$ cat config.mk
export PLATFORM = sky130hd
export DESIGN_NAME = alu_issue_queue
export DESIGN_NICKNAME = d
export VERILOG_FILES = /design/src/rtl/alu_issue_queue.sv
export SDC_FILE = /design/constraint.sdc
export NUM_CORES = 1
export LEC_CHECK = 0
export CORE_UTILIZATION = 24
export CTS_BUF_LIST = sky130_fd_sc_hd__clkbuf_8
export CTS_CLUSTER_DIAMETER = 30
export DETAILED_ROUTE_END_ITERATION = 12
export GPL_TIMING_DRIVEN = 0
export HOLD_SLACK_MARGIN = 0.08
export PLACE_DENSITY_LB_ADDON = 0.12
export SLEW_MARGIN = 20
export SYNTH_ARGS = -nofsm -noshare
export SYNTH_HDL_FRONTEND = slang
export SYNTH_SLANG_ARGS = --single-unit
$ cat constraint.sdc
create_clock -name clk -period 5.9 [get_ports clk]
set_clock_uncertainty 0.15 [all_clocks]
set_input_delay 1.18 -clock clk [delete_from_list [all_inputs] [get_ports clk]]
set_output_delay 1.18 -clock clk [all_outputs]
set_load 0.02 [all_outputs]
$ cat src/rtl/alu_issue_queue.sv
// alu_issue_queue: small FIFO of ALU requests feeding a combinational ALU,
// with the ALU result captured into a flow-controlled output register.
module alu_issue_queue #(
  parameter int DATA_W = 16,
  parameter int DEPTH  = 4,
  parameter int TAG_W  = 4
) (
  input  logic              clk,
  input  logic              rst,
  input  logic              in_valid,
  output logic              in_ready,
  input  logic [DATA_W-1:0] in_a,
  input  logic [DATA_W-1:0] in_b,
  input  logic [2:0]        in_op,
  input  logic [TAG_W-1:0]  in_tag,
  output logic [DATA_W-1:0] alu_a,
  output logic [DATA_W-1:0] alu_b,
  output logic [2:0]        alu_op,
  input  logic [DATA_W-1:0] alu_result,
  output logic              out_valid,
  input  logic              out_ready,
  output logic [DATA_W-1:0] out_result,
  output logic [TAG_W-1:0]  out_tag,
  output logic              out_zero,
  output logic              out_neg,
  output logic              out_err
);

  localparam int PTR_W = $clog2(DEPTH);
  localparam int CNT_W = PTR_W + 1;

  // Request storage, one array per field.
  logic [DATA_W-1:0] mem_a   [DEPTH];
  logic [DATA_W-1:0] mem_b   [DEPTH];
  logic [2:0]        mem_op  [DEPTH];
  logic [TAG_W-1:0]  mem_tag [DEPTH];

  logic [PTR_W-1:0] wr_ptr_reg;
  logic [PTR_W-1:0] rd_ptr_reg;
  logic [CNT_W-1:0] count_reg;

  logic              empty;
  logic              push;
  logic              pop;
  logic [DATA_W-1:0] head_a;
  logic [DATA_W-1:0] head_b;
  logic [2:0]        head_op;
  logic [TAG_W-1:0]  head_tag;
  logic              head_illegal;
  logic [DATA_W-1:0] capture_value;

  assign empty    = (count_reg == '0);
  // in_ready depends only on the occupancy, never on out_ready.
  assign in_ready = (count_reg != CNT_W'(DEPTH));
  assign push     = in_valid && in_ready;
  // Pop needs a non-empty FIFO, so an entry written this cycle cannot bypass.
  assign pop      = !empty && (!out_valid || out_ready);

  assign head_a   = mem_a[rd_ptr_reg];
  assign head_b   = mem_b[rd_ptr_reg];
  assign head_op  = mem_op[rd_ptr_reg];
  assign head_tag = mem_tag[rd_ptr_reg];

  // ALU inputs are parked at zero / ADD while the queue is empty.
  assign alu_a  = empty ? '0 : head_a;
  assign alu_b  = empty ? '0 : head_b;
  assign alu_op = empty ? 3'b000 : head_op;

  assign head_illegal  = (head_op[2:1] == 2'b11);
  assign capture_value = head_illegal ? '0 : alu_result;

  // Write the incoming request into the slot at the write pointer.
  always_ff @(posedge clk) begin
    if (!rst && push) begin
      mem_a[wr_ptr_reg]   <= in_a;
      mem_b[wr_ptr_reg]   <= in_b;
      mem_op[wr_ptr_reg]  <= in_op;
      mem_tag[wr_ptr_reg] <= in_tag;
    end
  end

  // Pointer and occupancy bookkeeping; pointers wrap naturally at DEPTH.
  always_ff @(posedge clk) begin
    if (rst) begin
      wr_ptr_reg <= '0;
      rd_ptr_reg <= '0;
      count_reg  <= '0;
    end else begin
      if (push) wr_ptr_reg <= wr_ptr_reg + PTR_W'(1);
      if (pop)  rd_ptr_reg <= rd_ptr_reg + PTR_W'(1);
      case ({push, pop})
        2'b10:   count_reg <= count_reg + CNT_W'(1);
        2'b01:   count_reg <= count_reg - CNT_W'(1);
        default: count_reg <= count_reg;
      endcase
    end
  end

  // Output register: capture the head result on pop, clear valid on drain.
  always_ff @(posedge clk) begin
    if (rst) begin
      out_valid  <= 1'b0;
      out_result <= '0;
      out_tag    <= '0;
      out_zero   <= 1'b0;
      out_neg    <= 1'b0;
      out_err    <= 1'b0;
    end else if (pop) begin
      out_valid  <= 1'b1;
      out_result <= capture_value;
      out_tag    <= head_tag;
      out_zero   <= (capture_value == '0);
      out_neg    <= capture_value[DATA_W-1] && (head_op == 3'b000 || head_op == 3'b001);
      out_err    <= head_illegal;
    end else if (out_valid && out_ready) begin
      out_valid  <= 1'b0;
    end
  end

endmodule

# [Word level (Yosys, flattened, before mapping)]
# Memory sizes are Yosys's and may differ from the RTL's. A register that Yosys moved wholly into a read port is not among the register bits.
# Cells that the tools add are included.
# W data, S select, Z words.
[classes] reduce_logical=15 addsub=4 mux=15 eq_ne=5
[op_table] operator="$mux W16" n=3
[op_table] operator="$logic_not A16 Y1" n=1
[op_table] operator="$mux W2" n=6
[op_table] operator="$logic_not A3 Y1" n=2
[op_table] operator="$pmux W3 S2" n=1
[op_table] operator="$logic_and A1 B1 Y1" n=5
[op_table] operator="$add A2 B1 Y2 const B" n=2
[op_table] operator="$eq A2 B2 Y1 const B" n=2
[op_table] operator="$mux W1" n=4
[op_table] operator="$reduce_bool A2 Y1" n=2
[op_table] operator="$add A3 B1 Y3 const B" n=1
[op_table] operator="$eq A3 B1 Y1 const B" n=1
[op_table] operator="$logic_not A1 Y1" n=3
[op_table] operator="$mux W3" n=1
[op_table] operator="$ne A3 B3 Y1 const B" n=1
[op_table] operator="$sub A3 B1 Y3 const B" n=1
[op_table] operator="$eq A2 B1 Y1 const B" n=1
[op_table] operator="$logic_or A1 B1 Y1" n=2
[word_totals] mem_count=4 out_inout_bits=60 ram_bits=156 ff_bits=27
[memory_table] memory="mem_a" depth=4 width=16 rd=1 rd_ports_with_merged_regs=1 wr=1 line="33" text="logic [DATA_W-1:0] mem_a [DEPTH];"
[memory_table] memory="mem_b" depth=4 width=16 rd=1 rd_ports_with_merged_regs=1 wr=1 line="34" text="logic [DATA_W-1:0] mem_b [DEPTH];"
[memory_table] memory="mem_tag" depth=4 width=4 rd=1 rd_ports_with_merged_regs=1 wr=1 line="36" text="logic [TAG_W-1:0] mem_tag [DEPTH];"
[memory_table] memory="mem_op" depth=4 width=3 rd=1 rd_ports_with_merged_regs=1 wr=1 line="35" text="logic [2:0] mem_op [DEPTH];"

# [Depth between registers and ports, before layout]
# Gate-level depths: netlist (run 1).
[depth] ltp_word=5 depth_mapped=9

# [Worst setup path after synthesis (run 1)]
# Ideal clock, no wire load.
[synth_timing] kind="input to register" startpoint="input rst" endpoint="memory mem_a[0][0] (enable)" setup_slack_ns=2.749 setup_ns=0.400 path_buffers=1 arrival_ns=2.601 stages=3 required_ns=5.350 path_cell_list="clkbuf_1 > nor3_1 > and2_1"
[synth_between] elab_chain_len=4
[synth_lines] element="start, declared" line="9" text="input logic rst,"
[synth_lines] element="$logic_not A1 Y1" line="74" text="if (!rst && push) begin"
[synth_lines] element="$logic_and A1 B1 Y1" line="74"
[synth_lines] element="$mux W1" line="74"
[synth_lines] element="$mux W1 (not written as such)" line="75" text="mem_a[wr_ptr_reg] <= in_a;"
[synth_lines] element="end, declared" line="33"
# Every way passes these cells.

==> results of run 1 <==
## final cells by class
cell class / count / area (um^2) / share of cell area
inverters: 8 / 30.0 / 0.00320
multi-input cells: 161 / 1730 / 0.184
diodes: 1 / 2.50 / 0.000267
repair buffers: 122 / 1280 / 0.136
flip-flops and latches: 189 / 5350 / 0.570
clock inverters: 15 / 170 / 0.0182
clock buffers: 17 / 234 / 0.0250
plain buffers: 21 / 98.8 / 0.0105
well taps: 390 / 488 / 0.0521
## power by group
group	leakage [nW]	total (mW)	internal, mW	switching (mW)
registers	1.69	1.63	1.58	0.0571
clock network	0.205	0.848	0.323	0.524
logic	1.06	1.58	0.752	0.833
total	2.95	4.07	2.65	1.41
## synthesized netlist by cell type (all sizes together)
master   count  share of area
and2        39          0.034
a2111oi      1         0.0038
buf          7         0.0063
mux4        39           0.12
nor2b        1        0.00087
o21ai        9         0.0063
edfxtp     156           0.65
a22o        15          0.020
nor4         4         0.0035
nor3b        1         0.0010
ha           5         0.0087
fa           1         0.0028
nand3        7         0.0049
nor2         5         0.0026
nand2        2         0.0010
nand4        2         0.0017
a311oi       1         0.0012
o31ai        1         0.0010
nand2b       3         0.0026
inv          8         0.0042
o2bb2ai      2         0.0024
or3          2         0.0017
or4          1         0.0010
a21oi       15          0.010
dfxtp       33          0.092
nor3         2         0.0014
nor4b        1         0.0012
xor2         2         0.0024
clkbuf      14         0.0075
## worst reg2reg max path, stage by stage, from the launching register on
cell and delay, ns:
dfxtp_1 0.35, nor3_1 0.52, clkbuf_1 0.43, nor2_1 0.19, ha_1 0.25, inv_1 0.07
fa_1 0.18, xor2_1 0.07, or3_1 0.30, a21oi_1 0.13
## layer usage
metal | global-route usage | vias to the layer above | share of wire
li1 | - | 1788 | -
met1 | 0.129 | 1989 | 0.41
met2 | 0.199 | 116 | 0.51
met3 | 0.0466 | 5 | 0.073
met4 | 0.0250 | 0 | 0.0059
met5 | 0 | - | 0
## worst max-delay path by stage
stage,startpoint,slack [ns],cells after the start,to
4_1_cts,register,1.54,5,alu_a[9]
5_1_grt,register,1.44,5,alu_op[0]
2_1_floorplan,rst,2.75,3,mem_a[0][0]$_DFFE_PP_
3_3_place_gp,rst,0.94,4,mem_b[2][3]$_DFFE_PP_
6_report,register,1.68,5,alu_op[0]
3_5_place_dp,register,2.07,5,alu_a[9]
## kinds of logic (layout without fill, tap and decap cells)
group           after synthesis  after routing  synth area share
buf+inv                      29            183            0.0179
fa+ha+maj                     6              6            0.0115
compound gates               44             44            0.0452
mux                          39             39             0.122
flops                       189            189             0.743
simple gates                 70             70            0.0576
xor+xnor                      2              2           0.00244
other cells                   0              1                 0
==> qor.yml, run 1 <==
outcome:
  status: "finished, final reports clean"
power_and_ir_drop:
  power_mw: 4.07
  peakVddDrop_v: 0.000152
  p_leak_nw: 2.95
  power_density_mw_per_mm2: 434
cts:
  post_cts_buffers: 0
  cts_max_path_buffers: 2
  tritoncts: "built"
  cts-buffers-inserted: 17
  cts_sinks: 189
  clk_pin_slew_ns: 0.10
  htreeDepth: 4
  hold_buffers: 0
  clock_latency_ns: 0.45
  cts_root_buffer: "clkbuf_8"
  post_cts_resized: 0
critical_path:
  arrival_ns: 2.89
  end_kind: "primary output"
  r2r-start: "count_reg[2]$_SDFFE_PP0P_"
  slowest_delay_ns: 0.62
  crit_fanout: 10
  path_class: "reg -> out"
  rrSetupSlack_ns: 3.19
  worstPathRequired_ns: 4.57
  cp_common_cell: "clkbuf_1"
  critPathTopFamily: "buffers and inverters"
  cpMaxStageDelayCell: "clkbuf_1"
  crit_buf_inv: 3
  crit_chain: "clkbuf_1, clkbuf_1, mux4_2, and2_1, clkdlybuf4s50_1"
  r2r-end: "count_reg[2]$_SDFFE_PP0P_"
  ff2ff_path_depth: 9
  startpoint_type: "register"
route:
  drt_iter0_drc: 153
  routedWlPerCell_um: 18.1
  via_per_inst: 4.22
  drc: 0
  routed_wl_um: 16700
  drtAntennaViolNets: 0
  dr.pass1.iters: 4
  vias: 3898
sta:
  max_slew_margin: 0.509
  setup_ws_ns: 1.68
  whs_ns: 0.333
  fmax_mhz: 237
  slew_violations: 0
  finalSetupViolCount: 0
  worst_slew_pin_slew_ns: 0.737
  finalSetupTns_ns: 0
  rsz0062_at_grt: "no"
  period_minus_slack_ns: 4.22
  hold_viol_final: 0
  period_share: 0.716
synthesis:
  synthesis.instances: 379
  ys_types: 33
  ys_seq_area_frac: 0.743
  ys_ff_latch: 189
  yosysWarnings: 0
  synthesis.area_mm2: 0.00719
  synth.avg_cell_area_um2: 19.0
  syn-num-nets: 444
placed_design:
  portBuffers: 118
  dpl_cell_area_mm2: 0.00897
  dp_cells: 891
  hpwl_um: 10500
  place_ws_ns: 2.07
  routabilityCongestion: 0.778
global_routing:
  grt_start_max_net_pins: 40
  grtUsageTotal: 0.114
  antenna_found_initial: 1
  grt_pass1_wl_um: 24900
  grt_pass1_vias: 4179
  grt_overflow: 0
finish:
  top_regs: "mem_a x64, mem_b x64"
  area_delta_synth_final_pct: 30.3
  final_cells: 924
  mostFrequentLayoutCells: "edfxtp_1 (156), clkdlybuf4s50_1 (118), mux4_2 (39)"
  utilization: 0.317
  drive_above_1_share: 0.180
  nets: 585
  fin_area_mm2: 0.00937
  fillers: 2932
  layout_commonest_cell: "edfxtp_1"
floorplan:
  fp.dieW_um: 175
  start_util: 0.243
  die_h_um: 175
  rows: 63
  die_area_mm2: 0.0307
  core_mm2: 0.0296
  io_pins: 119
job:
  maxCapViolations: 0
worst_hold_path:
  holdPathStages: 1
  hold_start: "out_result[2]$_SDFFE_PP0N_"
  min_to: "out_result[2]$_SDFFE_PP0N_"
  min_path_type: "reg -> reg"
Power figures use the tool's default switching activity.
==> run 2: changes to the inputs <==
Clock period 5.9 ns to 3.65 ns, I/O delays scaled along.
==> qor.yml, run 2 (synthesis gave the netlist of run 1 again) <==
sta:
  max_slew_margin: 0.607  # +0.0984
  rsz0062_at_grt: "no"
  hold_viol_final: 0  # unchanged
  period_minus_slack_ns: 3.45
  fmax_mhz: 289
  period_share: 0.946
  worst_slew_pin_slew_ns: 0.585  # -0.152 ns
  slew_violations: 0  # unchanged
  finalSetupViolCount: 0  # unchanged
worst_hold_path:
  min_path_type: "reg -> reg"
floorplan:
  core_mm2: 0.0296  # unchanged
  fp.dieW_um: 175  # unchanged
  io_pins: 119  # unchanged
  die_h_um: 175  # unchanged
  die_area_mm2: 0.0307  # unchanged
  rows: 63  # unchanged
  start_util: 0.243  # unchanged
finish:
  nets: 584  # -0.17%
  drive_above_1_share: 0.194  # +0.0135
  mostFrequentLayoutCells: "edfxtp_1 (156), clkdlybuf4s50_1 (118), mux4_2 (39)"
  fin_area_mm2: 0.00938  # +0.11%
  area_delta_synth_final_pct: 30.5
  layout_commonest_cell: "edfxtp_1"
  top_regs: "mem_a x64, mem_b x64"
placed_design:
  dpl_cell_area_mm2: 0.00897  # unchanged
  hpwl_um: 10500  # unchanged
  portBuffers: 118  # unchanged
  routabilityCongestion: 0.778  # unchanged
power_and_ir_drop:
  power.switching_mw: 2.29  # +62%
  clkPwrFrac: 0.208  # about the same
  p_leak_nw: 2.97  # +0.71%
  power_mw: 6.59  # +62%
  swShare: 0.348  # about the same
  power_frac_comb: 0.390  # about the same
  internal-power_mw: 4.30  # +62%
  p_seq_frac: 0.402  # about the same
  peakVddDrop_v: 0.000250  # +65%
  power_density_mw_per_mm2: 702  # +62%
cts:
  clk_pin_slew_ns: 0.10  # about the same
  hold_buffers: 0  # unchanged
  post_cts_buffers: 0  # unchanged
  cts-buffers-inserted: 17  # unchanged
  cts_max_path_buffers: 2  # unchanged
  htreeDepth: 4  # unchanged
  cts_root_buffer: "clkbuf_8"
  tritoncts: "built"
  clock_latency_ns: 0.45  # about the same
  cts_sinks: 189  # unchanged
critical_path:
  crit_chain: "buf_6, buf_2, mux4_2, and2_1, clkdlybuf4s50_1"
  startpoint_type: "register"
  cpMaxStageDelayCell: "mux4_2"
  arrival_ns: 2.57  # -0.32 ns
  crit_fanout: 10  # unchanged
  slowest_delay_ns: 0.54  # -0.08 ns
  worstPathRequired_ns: 2.77  # -1.80 ns
  path_class: "reg -> out"
  end_kind: "primary output"
global_routing:
  grt_pass1_vias: 4179  # unchanged
  grt_start_max_net_pins: 40  # unchanged
  grt_overflow: 0  # unchanged
  antenna_found_initial: 1  # unchanged
  grtUsageTotal: 0.114  # unchanged
  grt_pass1_wl_um: 24900  # unchanged
route:
  via_per_inst: 4.21  # -0.23%
  drt_iter0_drc: 167  # +9.2%
  routed_wl_um: 16700  # about the same
  dr.pass1.iters: 4  # unchanged
  drc: 0  # unchanged
  drtAntennaViolNets: 0  # unchanged
  vias: 3885  # -0.33%
  routedWlPerCell_um: 18.1  # about the same
outcome:
  status: "finished, final reports clean"
job:
  maxCapViolations: 0  # unchanged
## run 2: what timing repair did
action	4_1_cts	5_1_grt
setup endpoints to repair	34	31
gates cloned	0	0
gates resized for setup	5	6
## run 2: worst paths after layout
kind,from,slack (ns),cells past startpoint,to
setup / recovery,register,0.20,5,alu_b[0]
hold / removal,out_result[2]$_SDFFE_PP0N_,0.33,1,out_result[2]$_SDFFE_PP0N_
setup reg to reg,count_reg[2]$_SDFFE_PP0P_,0.93,9,count_reg[2]$_SDFFE_PP0P_
hold reg to reg,out_result[2]$_SDFFE_PP0N_,0.33,1,out_result[2]$_SDFFE_PP0N_
## run 2: final cells by class
class	count	area, um^2
tap	390	488
clock buffer	17	234
fill	2936	20200
antenna	1	2.50
multi-input combinational	161	1730
inverter	8	30.0
clock inverter	15	170
sequential	189	5350
buffer	20	109
timing repair buffer	122	1280
## run 2: power by group through the flow
| stage | sequential, mW | combinational [mW] | clock (mW) |
|---|---|---|---|
| after global routing | 2.67 | 2.79 | 1.50 |
| after CTS | 2.65 | 2.64 | 1.44 |
| after floorplan | 2.79 | 1.38 | 0 |
| after detailed placement | 2.69 | 2.62 | 0 |
| final | 2.65 | 2.57 | 1.37 |
| after global placement | 2.70 | 2.59 | 0 |
## run 2: critical path: cells and delay by family, from the launching register on
family,cells,cell delay (ns)
buffers and inverters,3,1.06
flip-flops,1,0.33
multiplexers,1,0.54
AND/OR/NAND/NOR,1,0.18
## run 2: metrics by stage
step / TNS, ns / cells / hold slack, ns / setup slack (ns) / util
2_1_floorplan: 0 / 379 / 0.325 / 0.949 / -
3_3_place_gp: -127.13 / 887 / 0.318 / -0.861 / 0.300
4_1_cts: 0 / 923 / 0.335 / 0.00804 / 0.317
6_report: 0 / 923 / 0.333 / 0.196 / 0.317
5_1_grt: 0 / 922 / 0.354 / 0.0157 / 0.317
3_5_place_dp: 0 / 891 / 0.308 / 0.269 / 0.303
## run 2: routing by layer
layer | part of all wire | GRT usage | vias to the layer above
met5 | 0 | 0 | -
met1 | 0.42 | 0.129 | 1979
met4 | 0.0059 | 0.0250 | 0
met2 | 0.51 | 0.199 | 113
li1 | - | - | 1788
met3 | 0.070 | 0.0466 | 5
